===== config.mk =====
export PLATFORM = sky130hd
export DESIGN_NAME = pwm_multi
export DESIGN_NICKNAME = d
export VERILOG_FILES = /design/src/rtl/pwm_multi.sv
export SDC_FILE = /design/constraint.sdc
export NUM_CORES = 1
export LEC_CHECK = 0
export CORE_ASPECT_RATIO = 0.75
export CORE_MARGIN = 2
export CORE_UTILIZATION = 45
export CTS_CLUSTER_DIAMETER = 100
export DETAILED_ROUTE_END_ITERATION = 10
export PLACE_DENSITY = 0.84
export SYNTH_ARGS = -nofsm -noshare
export SYNTH_HDL_FRONTEND = slang
export SYNTH_SLANG_ARGS = --single-unit

===== constraint.sdc =====
create_clock -name clk -period 2.18 [get_ports clk]
set_clock_uncertainty 0.15 [all_clocks]
set_input_delay 0.327 -clock clk [delete_from_list [all_inputs] [get_ports clk]]
set_output_delay 0.327 -clock clk [all_outputs]
set_load 0.02 [all_outputs]

===== src/rtl/pwm_multi.sv =====
// rtl/pwm_multi.sv - multi-channel prescaled PWM with double-buffered duty updates
//
// Purpose: one shared prescaled counter (edge- or center-aligned) drives CHANNELS
// PWM comparators. Each channel's duty is the top RES bits of its DDS sample. The sample is
// captured into a staging register on load and moved to the active duty only at a period
// boundary, so the outputs never glitch mid-period.
//
// Ports:
//   clk           system clock, all logic on posedge
//   rst           synchronous active-high reset
//   en            1 = run, 0 = counter and outputs held idle
//   mode          requested alignment: 0 = edge, 1 = center (applied at a boundary)
//   prescale      counter advances once every prescale+1 clocks
//   modu          packed samples, channel k = modu[k*M +: M]
//   load          capture modu into the staging registers
//   wave          registered PWM outputs, one per channel
//   period_start  1-clk pulse coincident with the counter entering 0

module pwm_multi #(
    parameter int CHANNELS   = 4,
    parameter int M          = 12,
    parameter int RES        = 4,
    parameter int PRESCALE_W = 8
) (
    input  logic                  clk,
    input  logic                  rst,
    input  logic                  en,
    input  logic                  mode,
    input  logic [PRESCALE_W-1:0] prescale,
    input  logic [CHANNELS*M-1:0] modu,
    input  logic                  load,
    output logic [CHANNELS-1:0]   wave,
    output logic                  period_start
);
    localparam logic [RES-1:0]        CNT_MAX = {RES{1'b1}};
    localparam logic [RES-1:0]        CNT_ONE = RES'(1);
    localparam logic [PRESCALE_W-1:0] PRE_ONE = PRESCALE_W'(1);

    logic [PRESCALE_W-1:0] pre_cnt_q, pre_cnt_d;
    logic [RES-1:0]        cnt_q, cnt_d;
    logic                  dir_down_q, dir_down_d;
    logic                  mode_q;
    logic                  en_q;
    logic [CHANNELS-1:0]   wave_q, wave_d;
    logic                  period_start_q, period_start_d;
    logic [RES-1:0]        staging_q [CHANNELS];
    logic [RES-1:0]        duty_q    [CHANNELS];

    logic tick;
    logic start;
    logic boundary;
    logic update;

    // Only the top RES bits of each sample matter.
    logic unused_modu;
    assign unused_modu = ^modu;

    always_comb begin
        tick  = en && (pre_cnt_q >= prescale);
        // The first enabled clock behaves like a boundary: the counter is
        // already parked at 0, so the new period starts here.
        start = en && !en_q;

        if (mode_q) begin
            boundary = tick && dir_down_q && (cnt_q == CNT_ONE);
        end else begin
            boundary = tick && (cnt_q == CNT_MAX);
        end

        // While idle the staging values track straight into the active set.
        update = boundary || start || !en;

        pre_cnt_d  = pre_cnt_q;
        cnt_d      = cnt_q;
        dir_down_d = dir_down_q;

        if (!en || start) begin
            pre_cnt_d  = '0;
            cnt_d      = '0;
            dir_down_d = 1'b0;
        end else if (tick) begin
            pre_cnt_d = '0;
            if (boundary) begin
                cnt_d      = '0;
                dir_down_d = 1'b0;
            end else if (mode_q && dir_down_q) begin
                cnt_d = cnt_q - CNT_ONE;
            end else begin
                cnt_d = cnt_q + CNT_ONE;
                if (mode_q && (cnt_d == CNT_MAX)) begin
                    dir_down_d = 1'b1;
                end
            end
        end else begin
            pre_cnt_d = pre_cnt_q + PRE_ONE;
        end

        period_start_d = start || boundary;

        wave_d = '0;
        for (int k = 0; k < CHANNELS; k++) begin
            wave_d[k] = en && (cnt_q <= duty_q[k]);
        end
    end

    always_ff @(posedge clk) begin
        if (rst) begin
            pre_cnt_q      <= '0;
            cnt_q          <= '0;
            dir_down_q     <= 1'b0;
            mode_q         <= 1'b0;
            en_q           <= 1'b0;
            wave_q         <= '0;
            period_start_q <= 1'b0;
            for (int k = 0; k < CHANNELS; k++) begin
                staging_q[k] <= '0;
                duty_q[k]    <= '0;
            end
        end else begin
            pre_cnt_q      <= pre_cnt_d;
            cnt_q          <= cnt_d;
            dir_down_q     <= dir_down_d;
            en_q           <= en;
            wave_q         <= wave_d;
            period_start_q <= period_start_d;
            // duty takes the pre-load staging value when load and a boundary coincide.
            for (int k = 0; k < CHANNELS; k++) begin
                if (load) begin
                    staging_q[k] <= modu[k*M + M - 1 -: RES];
                end
                if (update) begin
                    duty_q[k] <= staging_q[k];
                end
            end
            if (update) begin
                mode_q <= mode;
            end
        end
    end

    assign wave         = wave_q;
    assign period_start = period_start_q;

endmodule

==> metrics.txt, run 1 <==
Mapped Avg Cell Area=11.2 um2; initial drt markers=116; Slowest-stage cell, CP=a2111o_1; utilization after layout=0.606; final hold vios=0; DRC=0; drt pass-1 iters=4; top layer in use=met4; fmax=452 MHz; Skew-Pair Late Insertion Delay=0.31 ns; Switch Pwr=461 uW; CTS root buf=clkbuf_8; Min Hold Slack=0.341 ns; HP Class=flip-flop to flip-flop; Final ANT Viol Nets=0; area grow syn2layout=29.3%; Slew Viols, Final=0; Comb power frac=0.131; Setup CP Type=flip-flop to flip-flop; Global Route Usage Sum=0.176; Max-cap violations=0; register clock-pin slew on the reported worst setup and hold paths=0.10 ns; die area=6740 um2; most frequent cells in the layout=32 x edfxtp_1, 27 x clkdlybuf4s50_1, 26 x inv_1; gr ovfl total=0; layout cells sized above 1=0.217; vias=1918; clk sinks=52; row count=24; status=complete, but fails checks; drt total wl=5.57 mm; Seq cells post-synth=52; cell-internal power=1.47 mW; Die Wd=94.2 um; Port Buf Inserts=33; Yosys warnings=0; Clock power frac=0.288; Initial Utilization=0.469; failing checks=setup timing; DPL Wire Length=3.83 mm; largest vdd supply drop=0.297 mV; DR WL met2=2.56 mm; Sw Share=0.238; Worst-Margin Slew=0.698 ns; post-synthesis sequential area ratio=0.496; die height=71.6 um; WP data arrival=2.12 ns; CTS Buffer Depth=2; minimum clock period=2.21 ns; final worst slack=-0.0324 ns; CTS tree=built; Place WS=-0.467 ns; most common cell after layout, fill and taps aside=edfxtp_1; layout net count=388; CP Max Fanout=8; critical-path cell list=inv_2 > ha_4 > nand2b_4 > a2111o_1 > a31o_4 > a21oi_4 > buf_8 > nor3b_2; slew margin rel.=0.534; post-DR wirelength/cell=14.8 um; first-pass GRT wire length=9.15 mm; endpoint class of the critical path=flip-flop; fill count=436; WP data required=2.09 ns; # setup viols final=11; gpl congestion=0.820; ANT cells=0; Tcrit/Tclk final=1.01; total CTS buffers=5; Gate Count Post-Synth=244; Buf/Inv on CP=2; vias in the first global route=1978; register share of total power=0.580; Vias per Instance=5.09; I/O pins=66; Critical Path Max Stage Delay=0.38 ns; leak pwr=1.46 nW; DRT met1 WL=2.75 mm; # H-tree levels=2; met3 WL=183 um; initial antenna violation count=0; post-synthesis cell type count=44; Power Density=545 nW/um2; core area=5860 um2; Post-Syn Area=2740 um2; hold buffer count at CTS=0; largest net degree at the start of global routing=20; RSZ-0062 raised after global routing=yes; crit start category=flip-flop; Syn Nets=334; CP delay by family, top=compound AO/OA/AOI/OAI gates
per-layer routing:
layer | GRT usage | vias to the layer above
met4 | 0.0548 | 0
met3 | 0.0315 | 7
met5 | 0 | -
met1 | 0.249 | 910
met2 | 0.280 | 41
li1 | - | 960
synth_stat cells (all sizes together):
master | instances | area, um2
nor2 | 11 | 66.3
and2 | 18 | 113
nand2b | 7 | 51.3
a41oi | 1 | 8.76
nor4 | 1 | 6.26
buf | 2 | 22.5
o211a | 1 | 10.0
a31o | 1 | 8.76
a32o | 1 | 10.0
nor2b | 5 | 31.3
xnor2 | 3 | 26.3
a21o | 1 | 7.51
a21oi | 10 | 61.3
a31oi | 1 | 6.26
nor3 | 1 | 5.00
o21a | 4 | 30.0
dfxtp | 20 | 400
o32ai | 1 | 8.76
nand2 | 8 | 30.0
nand4b | 1 | 8.76
or2 | 2 | 12.5
o31ai | 1 | 12.5
o21ai | 7 | 42.5
nand3 | 6 | 30.0
and4 | 1 | 8.76
edfxtp | 32 | 961
a2111o | 1 | 11.3
nand4 | 4 | 25.0
a41o | 1 | 10.0
mux2 | 1 | 11.3
or3 | 2 | 12.5
clkbuf | 3 | 11.3
ha | 29 | 363
xor2 | 6 | 52.6
and3 | 3 | 18.8
nor3b | 16 | 120
inv | 30 | 113
a32oi | 1 | 16.3
path summary, 6_finish.rpt:
check,startpoint,end,slack [ns],cells after the start
max,pre_cnt_q[0],duty_q[1][0],-0.03,8
min,dir_down_q,dir_down_q,0.34,2
max reg2reg,pre_cnt_q[0],duty_q[1][0],-0.03,8
min reg2reg,dir_down_q,dir_down_q,0.34,2
kinds of logic after synthesis:
family / after synthesis / share of synthesized area
adders and majority gates: 29 / 0.132
AOI/OAI and AO/OA: 32 / 0.0889
muxes: 1 / 0.00410
and+or+nand+nor: 86 / 0.197
buffers and inverters: 35 / 0.0534
xor gates and xnor gates: 9 / 0.0287
DFF: 52 / 0.496
state kept, by name (all words and copies together) (netlist names):
register and flops:
cnt_q 4, dir_down_q 1, duty_q 16, en_q 1, mode_q 1, period_start 1, pre_cnt_q 8, staging_q 16
wave 4
power by group through the flow:
stage / Sequential (mW) / Clock, mW / Combinational [mW]
floorplan: 1.15 / 0 / 0.121
global placement: 1.14 / 0 / 0.219
detailed placement: 1.15 / 0 / 0.231
CTS: 1.12 / 0.563 / 0.250
global route: 1.13 / 0.601 / 0.281
finish: 1.12 / 0.558 / 0.254
area by class of cell:
cell class | instances | area [um2] | area share
inverters | 30 | 113 | 0.0317
flip-flops and latches | 52 | 1360 | 0.384
repair buffers | 52 | 512 | 0.144
well taps | 78 | 97.6 | 0.0275
clock buffers | 6 | 72.6 | 0.0205
multi-input cells | 157 | 1370 | 0.387
clock inverters | 2 | 16.3 | 0.00459
repair_timing:
item	in CTS	in global routing
pin swaps	14	12
endpoints found under the hold margin	0	0
setup endpoints to repair	46	46
cloned	1	1
gates resized for setup	18	19
setup buffers	4	1
worst register-to-register path, delay by kind of cell (launching register included):
| family | cells | cell delay, ns |
|---|---|---|
| compound gates | 3 | 0.85 |
| flops | 1 | 0.35 |
| buf+inv | 2 | 0.23 |
| fa+ha+maj | 1 | 0.20 |
| simple gates | 2 | 0.19 |
per-stage QoR:
step / setup TNS (ns) / cell area, um2 / instances / power [mW]
final: -0.235 / 3550 / 377 / 1.93
after global routing: -1.50 / 3550 / 377 / 2.01
after CTS: -3.69 / 3510 / 377 / 1.94
after detailed placement: -19.07 / 3290 / 364 / 1.38
after global placement: -16.72 / 3290 / 364 / 1.36
after floorplan: -0.643 / 2760 / 244 / 1.27
(Power assumes the default switching activity.)
==> run 2, diff against run 1 <==
--- a/config.mk
+++ b/config.mk
@@ -11,6 +11,7 @@
 export CTS_CLUSTER_DIAMETER = 100
 export DETAILED_ROUTE_END_ITERATION = 10
 export PLACE_DENSITY = 0.84
+export SLEW_MARGIN = 20
 export SYNTH_ARGS = -nofsm -noshare
 export SYNTH_HDL_FRONTEND = slang
 export SYNTH_SLANG_ARGS = --single-unit
==> results of run 2 <==
Same layout as run 1: the final DEF is identical, and so are final timing and power.
==> run 3, diff against run 2 <==
--- a/config.mk
+++ b/config.mk
@@ -10,7 +10,7 @@
 export CORE_UTILIZATION = 45
 export CTS_CLUSTER_DIAMETER = 100
 export DETAILED_ROUTE_END_ITERATION = 10
-export PLACE_DENSITY = 0.84
+export PLACE_DENSITY_LB_ADDON = 0.15
 export SLEW_MARGIN = 20
 export SYNTH_ARGS = -nofsm -noshare
 export SYNTH_HDL_FRONTEND = slang
==> run 3 against run 2 <==
Compared with the run above:
- the flow still finishes with violations (setup timing)
- power fell by 0.15%
- fmax fell by 1.8%
- die area did not move
- critical path type is now input pin to flip-flop
- largest cell class unchanged
==> metrics.txt, run 3 (same netlist as run 1, synthesis figures left out) <==
status=complete, but fails checks (unchanged); failing checks=setup timing (unchanged); Skew-Pair Late Insertion Delay=0.31 ns (about the same); CP Max Fanout=8 (unchanged); Worst-Margin Slew=0.623 ns (was 0.698 ns); slew margin rel.=0.584 (was 0.534); WP data arrival=2.16 ns (was 2.12 ns); WP data required=2.09 ns (about the same); fmax=444 MHz (was 452 MHz); DPL Wire Length=3.55 mm (was 3.83 mm); DRC=0 (unchanged); gpl congestion=0.821 (was 0.820); vias=1836 (was 1918); Die Wd=94.2 um (unchanged); Port Buf Inserts=33 (unchanged); leak pwr=1.49 nW (was 1.46 nW); total CTS buffers=5 (unchanged); first-pass GRT wire length=8.47 mm (was 9.15 mm); Tcrit/Tclk final=1.03 (was 1.01); Vias per Instance=4.87 (was 5.09); final worst slack=-0.0731 ns (was -0.0324 ns); DP Cell Count=364 (unchanged); Finished Layout Cells=377 (unchanged); ANT cells=0 (unchanged); most common cell after layout, fill and taps aside=edfxtp_1 (unchanged); Min Hold Slack=0.343 ns (was 0.341 ns); final hold vios=0 (unchanged); vias in the first global route=1802 (was 1978); area grow syn2layout=31.5% (was 29.3%); layout net count=388 (unchanged); die area=6740 um2 (unchanged); CTS tree=built (unchanged); Global Route Usage Sum=0.166 (was 0.176); Slew Viols, Final=0 (unchanged); largest vdd supply drop=0.277 mV (was 0.297 mV); Initial Utilization=0.469 (unchanged); crit start category=input pin (was flip-flop); RSZ-0062 raised after global routing=yes (unchanged); # H-tree levels=2 (unchanged); CTS root buf=clkbuf_8 (unchanged); I/O pins=66 (unchanged); CTS Buffer Depth=2 (unchanged); drt pass-1 iters=4 (unchanged); Max-cap violations=0 (unchanged); hold buffer count at CTS=0 (unchanged); minimum clock period=2.25 ns (was 2.21 ns); initial antenna violation count=0 (unchanged); layout cells sized above 1=0.217 (unchanged); row count=24 (unchanged); gr ovfl total=0 (unchanged); endpoint class of the critical path=flip-flop (unchanged); core area=5860 um2 (unchanged); register clock-pin slew on the reported worst setup and hold paths=0.09 ns (was 0.10 ns); # setup viols final=16 (was 11); most frequent cells in the layout=32 x edfxtp_1, 28 x clkdlybuf4s50_1, 27 x inv_1 (was 32 x edfxtp_1, 27 x clkdlybuf4s50_1, 26 x inv_1); clk sinks=52 (unchanged); die height=71.6 um (unchanged); Final ANT Viol Nets=0 (unchanged); largest net degree at the start of global routing=20 (unchanged); Setup CP Type=input pin to flip-flop (was flip-flop to flip-flop); HP Class=flip-flop to flip-flop (unchanged); drt total wl=5.15 mm (was 5.57 mm); Power Density=535 nW/um2 (was 545 nW/um2); post-DR wirelength/cell=13.7 um (was 14.8 um); initial drt markers=67 (was 116); largest registers=duty_q x16, staging_q x16, pre_cnt_q x8 (unchanged)
## run 3: changes by cell type in the layout (fill, tap and decap cells not counted), moves of 2 or more
cell / previous run / this run
a21oi_1: 9 / 6
a21oi_2: 0 / 3
buf_12: 1 / 4
buf_16: 0 / 2
buf_4: 14 / 12
buf_6: 3 / 1
## run 3: what timing repair did
item / in CTS / in global routing
resized for setup: 9 / 22
gates cloned: 2 / 0
pin swaps: 6 / 13
buffers inserted: 2 / 1
setup endpoints to repair: 42 / 46
## run 3: metal layers
layer / wire [um] / up-vias / GRT usage
met5: 0 / - / 0
met4: 68 / 0 / 0.0499
met3: 215 / 8 / 0.0526
met2: 2200 / 33 / 0.246
met1: 2670 / 837 / 0.236
li1: - / 958 / -
## run 3: power by group
group / internal [mW] / switching, mW
logic: 0.149 / 0.110
clock network: 0.230 / 0.319
registers: 1.10 / 0.0192
## run 3: layout make-up
class	count	area, um2
clock buffer	5	68.8
clock inverter	3	22.5
fill	484	2250
inverter	30	113
multi-input combinational	157	1370
sequential	52	1360
tap	78	97.6
timing repair buffer	52	576
## run 3: final timing paths
| kind | from | slack (ns) | cells past startpoint | end |
|---|---|---|---|---|
| hold / removal | dir_down_q | 0.34 | 2 | dir_down_q |
| setup / recovery | prescale[4] | -0.07 | 10 | duty_q[0][3] |
| hold reg to reg | dir_down_q | 0.34 | 2 | dir_down_q |
| setup reg to reg | pre_cnt_q[0] | -0.06 | 9 | duty_q[0][3] |
## run 3: metrics by stage
step | utilization | instance area [um2] | setup TNS [ns] | total power [mW] | worst slack, ns
after floorplan | - | 2760 | -0.643 | 1.27 | -0.0618
after global placement | 0.563 | 3300 | -15.94 | 1.37 | -0.412
after detailed placement | 0.563 | 3300 | -17.17 | 1.37 | -0.446
after CTS | 0.599 | 3510 | -3.06 | 1.93 | -0.106
after global routing | 0.616 | 3610 | -2.65 | 2.01 | -0.129
final | 0.616 | 3610 | -0.818 | 1.93 | -0.0731
## run 3: worst max-delay path: stages
cell and delay (ns):
clkdlybuf4s50_1 0.45, inv_1 0.04, ha_1 0.28, and4_4 0.19, buf_4 0.13, a31o_4 0.25
a21oi_4 0.16, buf_12 0.14, buf_16 0.13, nor3b_2 0.05
